## src/rtl/dbus_arbiter_pkg.sv

```systemverilog
// Shared types for the data-bus arbiter: bus request/response structs, FSM states, port map.
// Round-robin arbitration is selected by defining DBUS_ARB_ROUND_ROBIN_EN.
package dbus_arbiter_pkg;

  typedef struct packed {
    logic        valid;
    logic [31:0] addr;
    logic [1:0]  size;    // log2 of access bytes
    logic [7:0]  strobe;
    logic [63:0] data;
  } dbus_req_t;

  typedef struct packed {
    logic        addr_ok;
    logic        data_ok;
    logic [63:0] data;
  } dbus_resp_t;

  typedef enum logic [1:0] {IDLE, BUSY, HOLD} arb_state_t;

  localparam int unsigned ARB_PTW   = 0;
  localparam int unsigned ARB_MEM   = 1;
  localparam int unsigned ARB_FETCH = 2;

  localparam logic [1:0] DBUS_SIZE_8B = 2'd3;

endpackage

```

## src/rtl/dbus_arbiter_pick.sv

```systemverilog
// Combinational winner search: first valid port at or after start, wrapping modulo NREQ.
module dbus_arbiter_pick #(
  parameter int unsigned NREQ  = 3,
  parameter int unsigned IDX_W = $clog2(NREQ)
) (
  input  logic [NREQ-1:0]  valid,
  input  logic [IDX_W-1:0] start,
  output logic [NREQ-1:0]  onehot,
  output logic [IDX_W-1:0] idx,
  output logic             any_valid
);

  always_comb begin
    int unsigned pos;
    onehot    = '0;
    idx       = '0;
    any_valid = 1'b0;
    pos       = 0;
    for (int unsigned k = 0; k < NREQ; k++) begin
      pos = (32'(start) + k) % NREQ;
      // Inner loop keeps every select constant so no wide variable index is needed.
      for (int unsigned j = 0; j < NREQ; j++) begin
        if (!any_valid && j == pos && valid[j]) begin
          any_valid = 1'b1;
          onehot[j] = 1'b1;
          idx       = IDX_W'(j);
        end
      end
    end
  end

endmodule

```

## src/rtl/dbus_arbiter.sv

```systemverilog
// Single-outstanding arbiter sharing the core data bus among NREQ requesters, with lock hold.
// Define DBUS_ARB_ROUND_ROBIN_EN for round-robin; default is fixed priority (lowest index).
module dbus_arbiter
  import dbus_arbiter_pkg::*;
#(
  parameter int unsigned NREQ  = 3,
  parameter int unsigned IDX_W = $clog2(NREQ)
) (
  input  logic             clk,
  input  logic             reset,
  input  dbus_req_t        req   [NREQ],
  input  logic [NREQ-1:0]  lock,
  output dbus_resp_t       resp  [NREQ],
  output dbus_req_t        dreq,
  input  dbus_resp_t       dresp,
  output logic [NREQ-1:0]  grant,
  output logic             busy
);

  arb_state_t       state_q;
  dbus_req_t        hold_q;
  logic [IDX_W-1:0] owner_q;
  logic [NREQ-1:0]  grant_q;

  logic [NREQ-1:0]  valid_vec;
  logic [NREQ-1:0]  pick_onehot;
  logic [IDX_W-1:0] pick_idx;
  logic             pick_any;
  logic [IDX_W-1:0] start;

`ifdef DBUS_ARB_ROUND_ROBIN_EN
  logic [IDX_W-1:0] rr_ptr_q;
  assign start = rr_ptr_q;
`else
  assign start = '0;
`endif

  always_comb begin
    for (int i = 0; i < NREQ; i++) valid_vec[i] = req[i].valid;
  end

  dbus_arbiter_pick #(
    .NREQ  (NREQ),
    .IDX_W (IDX_W)
  ) u_pick (
    .valid     (valid_vec),
    .start     (start),
    .onehot    (pick_onehot),
    .idx       (pick_idx),
    .any_valid (pick_any)
  );

  always_ff @(posedge clk or negedge reset) begin
    if (!reset) begin
      state_q  <= IDLE;
      hold_q   <= '0;
      owner_q  <= '0;
      grant_q  <= '0;
`ifdef DBUS_ARB_ROUND_ROBIN_EN
      rr_ptr_q <= '0;
`endif
    end else begin
      unique case (state_q)
        IDLE: begin
          if (pick_any) begin
            hold_q  <= req[pick_idx];
            owner_q <= pick_idx;
            grant_q <= pick_onehot;
            state_q <= BUSY;
`ifdef DBUS_ARB_ROUND_ROBIN_EN
            rr_ptr_q <= (pick_idx == IDX_W'(NREQ - 1)) ? '0 : pick_idx + IDX_W'(1);
`endif
          end
        end
        BUSY: begin
          // A request arriving alongside data_ok is left for the next cycle.
          if (dresp.data_ok) begin
            hold_q <= '0;
            if (lock[owner_q]) begin
              state_q <= HOLD;
            end else begin
              state_q <= IDLE;
              grant_q <= '0;
            end
          end
        end
        HOLD: begin
          if (req[owner_q].valid) begin
            hold_q  <= req[owner_q];
            state_q <= BUSY;
          end else if (!lock[owner_q]) begin
            state_q <= IDLE;
            grant_q <= '0;
          end
        end
        default: begin
          state_q <= IDLE;
          hold_q  <= '0;
          grant_q <= '0;
        end
      endcase
    end
  end

  assign dreq  = hold_q;
  assign grant = grant_q;
  assign busy  = (state_q == BUSY);

  always_comb begin
    for (int i = 0; i < NREQ; i++) begin
      resp[i] = '0;
      if (state_q == BUSY && owner_q == IDX_W'(i)) resp[i] = dresp;
    end
  end

`ifndef SYNTHESIS
  a_grant_onehot0: assert property (@(posedge clk) disable iff (!reset) $onehot0(grant_q));
  a_dreq_stable: assert property (@(posedge clk) disable iff (!reset)
    (dreq.valid && !dresp.data_ok) |=> $stable(dreq));
`endif

endmodule

```

## config.mk

```make
export PLATFORM = sky130hd
export DESIGN_NAME = dbus_arbiter
export DESIGN_NICKNAME = d
export VERILOG_FILES = /design/src/rtl/dbus_arbiter_pkg.sv /design/src/rtl/dbus_arbiter_pick.sv /design/src/rtl/dbus_arbiter.sv
export SDC_FILE = /design/constraint.sdc
export NUM_CORES = 1
export LEC_CHECK = 0
export ABC_CLOCK_PERIOD_IN_PS = 2200
export CAP_MARGIN = 20
export CORE_AREA = 2 2 273 275
export CTS_BUF_LIST = sky130_fd_sc_hd__clkbuf_8
export CTS_CLUSTER_SIZE = 12
export DETAILED_ROUTE_END_ITERATION = 8
export DIE_AREA = 0 0 275 277
export HOLD_SLACK_MARGIN = 0.06
export SYNTH_ARGS = -nofsm -noshare
export SYNTH_HDL_FRONTEND = slang
export SYNTH_HIERARCHICAL = 1
export SYNTH_SLANG_ARGS = --single-unit
```

## constraint.sdc

```tcl
create_clock -name clk -period 2.2 [get_ports clk]
set_input_delay 0.44 -clock clk [delete_from_list [all_inputs] [get_ports clk]]
set_output_delay 0.44 -clock clk [all_outputs]
set_load 0.05 [all_outputs]
```

==> results by group <==
Run status
  • Status: finished, violations left
  • Violated checks: negative setup slack

Synth
  • FFs w/ async S/R, synth: 1.000
  • Post-synthesis register bit count: 114
  • Post-synth EDFFs: 0
  • Synth top area cells: dfrtp_1, mux2i_1, and2_1
  • Count of cell types in the netlist: 36
  • Post-Syn Instances: 1268
  • Yosys warning count: 6
  • Post-synth top cells: mux2i_1, and2_1, dfrtp_1
  • Mean post-synth cell area: 9.216 um^2
  • Commonest register cell after synthesis: dfrtp_1
  • Yosys top cell area share: 0.2441
  • Syn Std Cell Area: 0.01169 mm^2
  • Most frequent cell after synthesis: mux2i_1
  • Sequential share of the synthesized area: 0.2441
  • Top cell type by total area after synthesis: dfrtp_1

Worst setup path
  • CP Data Arrival Time: 2180 ps
  • Worst R2R Setup Slack: -90 ps
  • Cells on worst reg2reg path: 10
  • CP Capture Point: resp[129]
  • Setup crit end kind: primary output
  • CP Launch Type: register
  • Maximum fanout along the worst path: 8
  • RR Endpoint: dreq[48]
  • CP required: 1760 ps
  • Worst Setup SP: state_q[1]
  • Critical R2R Launch: state_q[0]
  • Critical path class: register to primary output

Die
  • Die width: 275 um
  • DIE AREA: 0.07618 mm^2
  • Initial Utilization: 0.1588
  • Die H: 277 um
  • I/O Pins: 701
  • # rows: 100
  • Core ar.: 0.07357 mm^2

STA
  • Worst-margin pin slew: 742.9 ps
  • Rel. slew slack: 0.5048
  • Clock Skew: 26.50 ps
  • FMAX: 0.3816 GHz
  • Final worst-path cycle share: 1.191
  • Crit path time final: 2621 ps
  • Final hold vios: 0
  • Setup TNS: -67480 ps
  • RSZ-0062 raised after global routing: yes
  • Final worst setup slack: -420.9 ps
  • Fin. max-slew vios: 0
  • Final setup viols: 300

Power and ir drop
  • Switching Fraction: 0.5035
  • Maximum vdd ir drop: 0.7097 mV
  • Combinational share of power: 0.811
  • Design Power: 28050 uW
  • Static Leak: 0.009600 uW
  • Clock power frac: 0.066
  • Pint: 13930 uW
  • Switch Pwr: 14120 uW
  • Power per cell area: 1184 mW/mm^2
  • Sequential Power Share: 0.124

Finish
  • Share of cells above drive strength 1: 0.3480
  • Filler cells: 7471
  • Area Overhead vs Synth: 102.7%
  • Final layout net count: 2388
  • Sequential cell area: 0.002860 mm^2
  • Non-Filler Instances: 2976
  • Footprint of the multi-input gates: 0.008735 mm^2
  • Final instance area: 0.02369 mm^2

Clock tree
  • Htree depth: 4
  • Latest clock arrival within the worst-skew pair: 550 ps
  • Root Buffer: clkbuf_8
  • Reg clk slew, reported paths: 80 ps
  • Clk buf depth: 2
  • CTS tree: built
  • CTS sink cnt: 114
  • Inserted Clock Buffers: 17

Placed design
  • Placed Instances: 2917
  • I/O Buffers: 700
  • Final Wtd Congestion: 0.9142
  • Detail Placement HPWL: 51080 um
  • Placement Setup Slack: -814.3 ps
  • Post-DP Area: 0.02298 mm^2

Global routing
  • Global route overflow: 0
  • GRT Util Overall: 0.1673
  • Vias in the first global route: 13870
  • First-pass GRT wire length: 94820 um
  • Initial antenna violation count: 6
  • Pin count of the biggest net entering global routing: 113

Detailed routing
  • Via-per-instance ratio: 4.482
  • Drt pass-1 iters: 7
  • Initial drt markers: 567
  • Routed vias: 13340
  • Final ANT Viol Nets: 0
  • WL/cell: 22.37 um
  • Overall routed net length: 66580 um
  • DRC: 0

Flow run
  • Max Cap Viol: 0

Hold path
  • Min-delay worst type: input pin to asynchronous set/reset pin
layer usage:
metal / vias up / wire, um / global-route usage
li1: 6183 / - / -
met3: 51 / 4188 / 0.04439
met2: 482 / 32630 / 0.2868
met1: 6616 / 28750 / 0.2069
met5: - / 28 / 0
met4: 6 / 979 / 0.03922
timing repair:
item                                    in CTS  in global routing
hold endpoints to repair                    32                  0
cloned                                       4                  4
hold buffers                                 1                  0
resized for setup                          150                 33
endpoints found under the setup margin     376                300
pin swaps                                   16                  4
setup buffers                               11                  4
flip-flops by register name (all words and copies together), names as in the netlist:
register  flops
dreq        107
state_q       2
grant         3
owner_q       2
power by group through the flow:
stage | Clock [uW] | Combinational (uW) | Sequential [uW]
final | 1840 | 22700 | 3470
after global routing | 2050 | 23800 | 3590
after CTS | 2000 | 22700 | 3480
after detailed placement | 0 | 22700 | 3540
after global placement | 0 | 22400 | 3520
after floorplan | 0 | 10400 | 5970
per-stage QoR:
stage	hold WS [ps]	util
CTS	308.6	0.3198
global placement	396.4	0.3123
finish	380.9	0.3219
global route	347.6	0.3218
detailed placement	399.9	0.3123
floorplan	144.4	-
how the worst min path moves through the flow:
stage	startpoint	depth (start not counted)	slack, ps	endpoint
5_1_grt	reset	2	350	dreq[33]
2_1_floorplan	reset	0	140	dreq[0]
6_report	reset	2	380	dreq[33]
3_3_place_gp	reset	1	400	dreq[33]
4_1_cts	reset	2	310	dreq[33]
3_5_place_dp	reset	1	400	dreq[33]
cell families (layout without fill, tap and decap cells):
group                      Yosys count  after routing  share of synthesized area
AOI/OAI and AO/OA                  337            337                     0.2175
adders and majority gates            6              6                   0.006424
buffers and inverters              154            886                    0.05492
DFF                                114            114                     0.2441
muxes                              328            328                     0.2925
other                                1              8                  0.0003209
and+or+nand+nor                    328            328                     0.1843
placed cells by master (no fill, tap or decap), types with 4 or more instances in the layout:
cell type / count
a22o_1: 107
and2_1: 18
and2_2: 30
and2_4: 152
buf_12: 236
buf_4: 108
buf_6: 6
clkbuf_8: 18
clkdlybuf4s50_1: 389
clkinv_2: 7
clkinvlp_4: 4
conb_1: 4
dfrtp_1: 112
diode_2: 4
dlygate4sd2_1: 92
inv_1: 13
mux2_2: 107
mux2i_1: 219
nand2_1: 7
nand3b_1: 109
nor2_1: 4
o21ai_0: 109
o2bb2ai_1: 106
worst max-delay path, cell delays in order (launching register included):
cell and delay, ps:
dfrtp_1 390, inv_2 90, ha_4 140, buf_6 110
nand2_4 50, nor2_4 170, buf_12 170, clkbuf_16 190
and2_4 190, buf_12 140
layout make-up:
type	count	share of cell area
antenna	4	0.0004226
tap	969	0.05119
inverter	13	0.002060
multi-input combinational	1003	0.3688
clock buffer	18	0.01046
timing repair buffer	841	0.4431
sequential	114	0.1208
clock inverter	14	0.003222
Power figures use the tool's default switching activity.
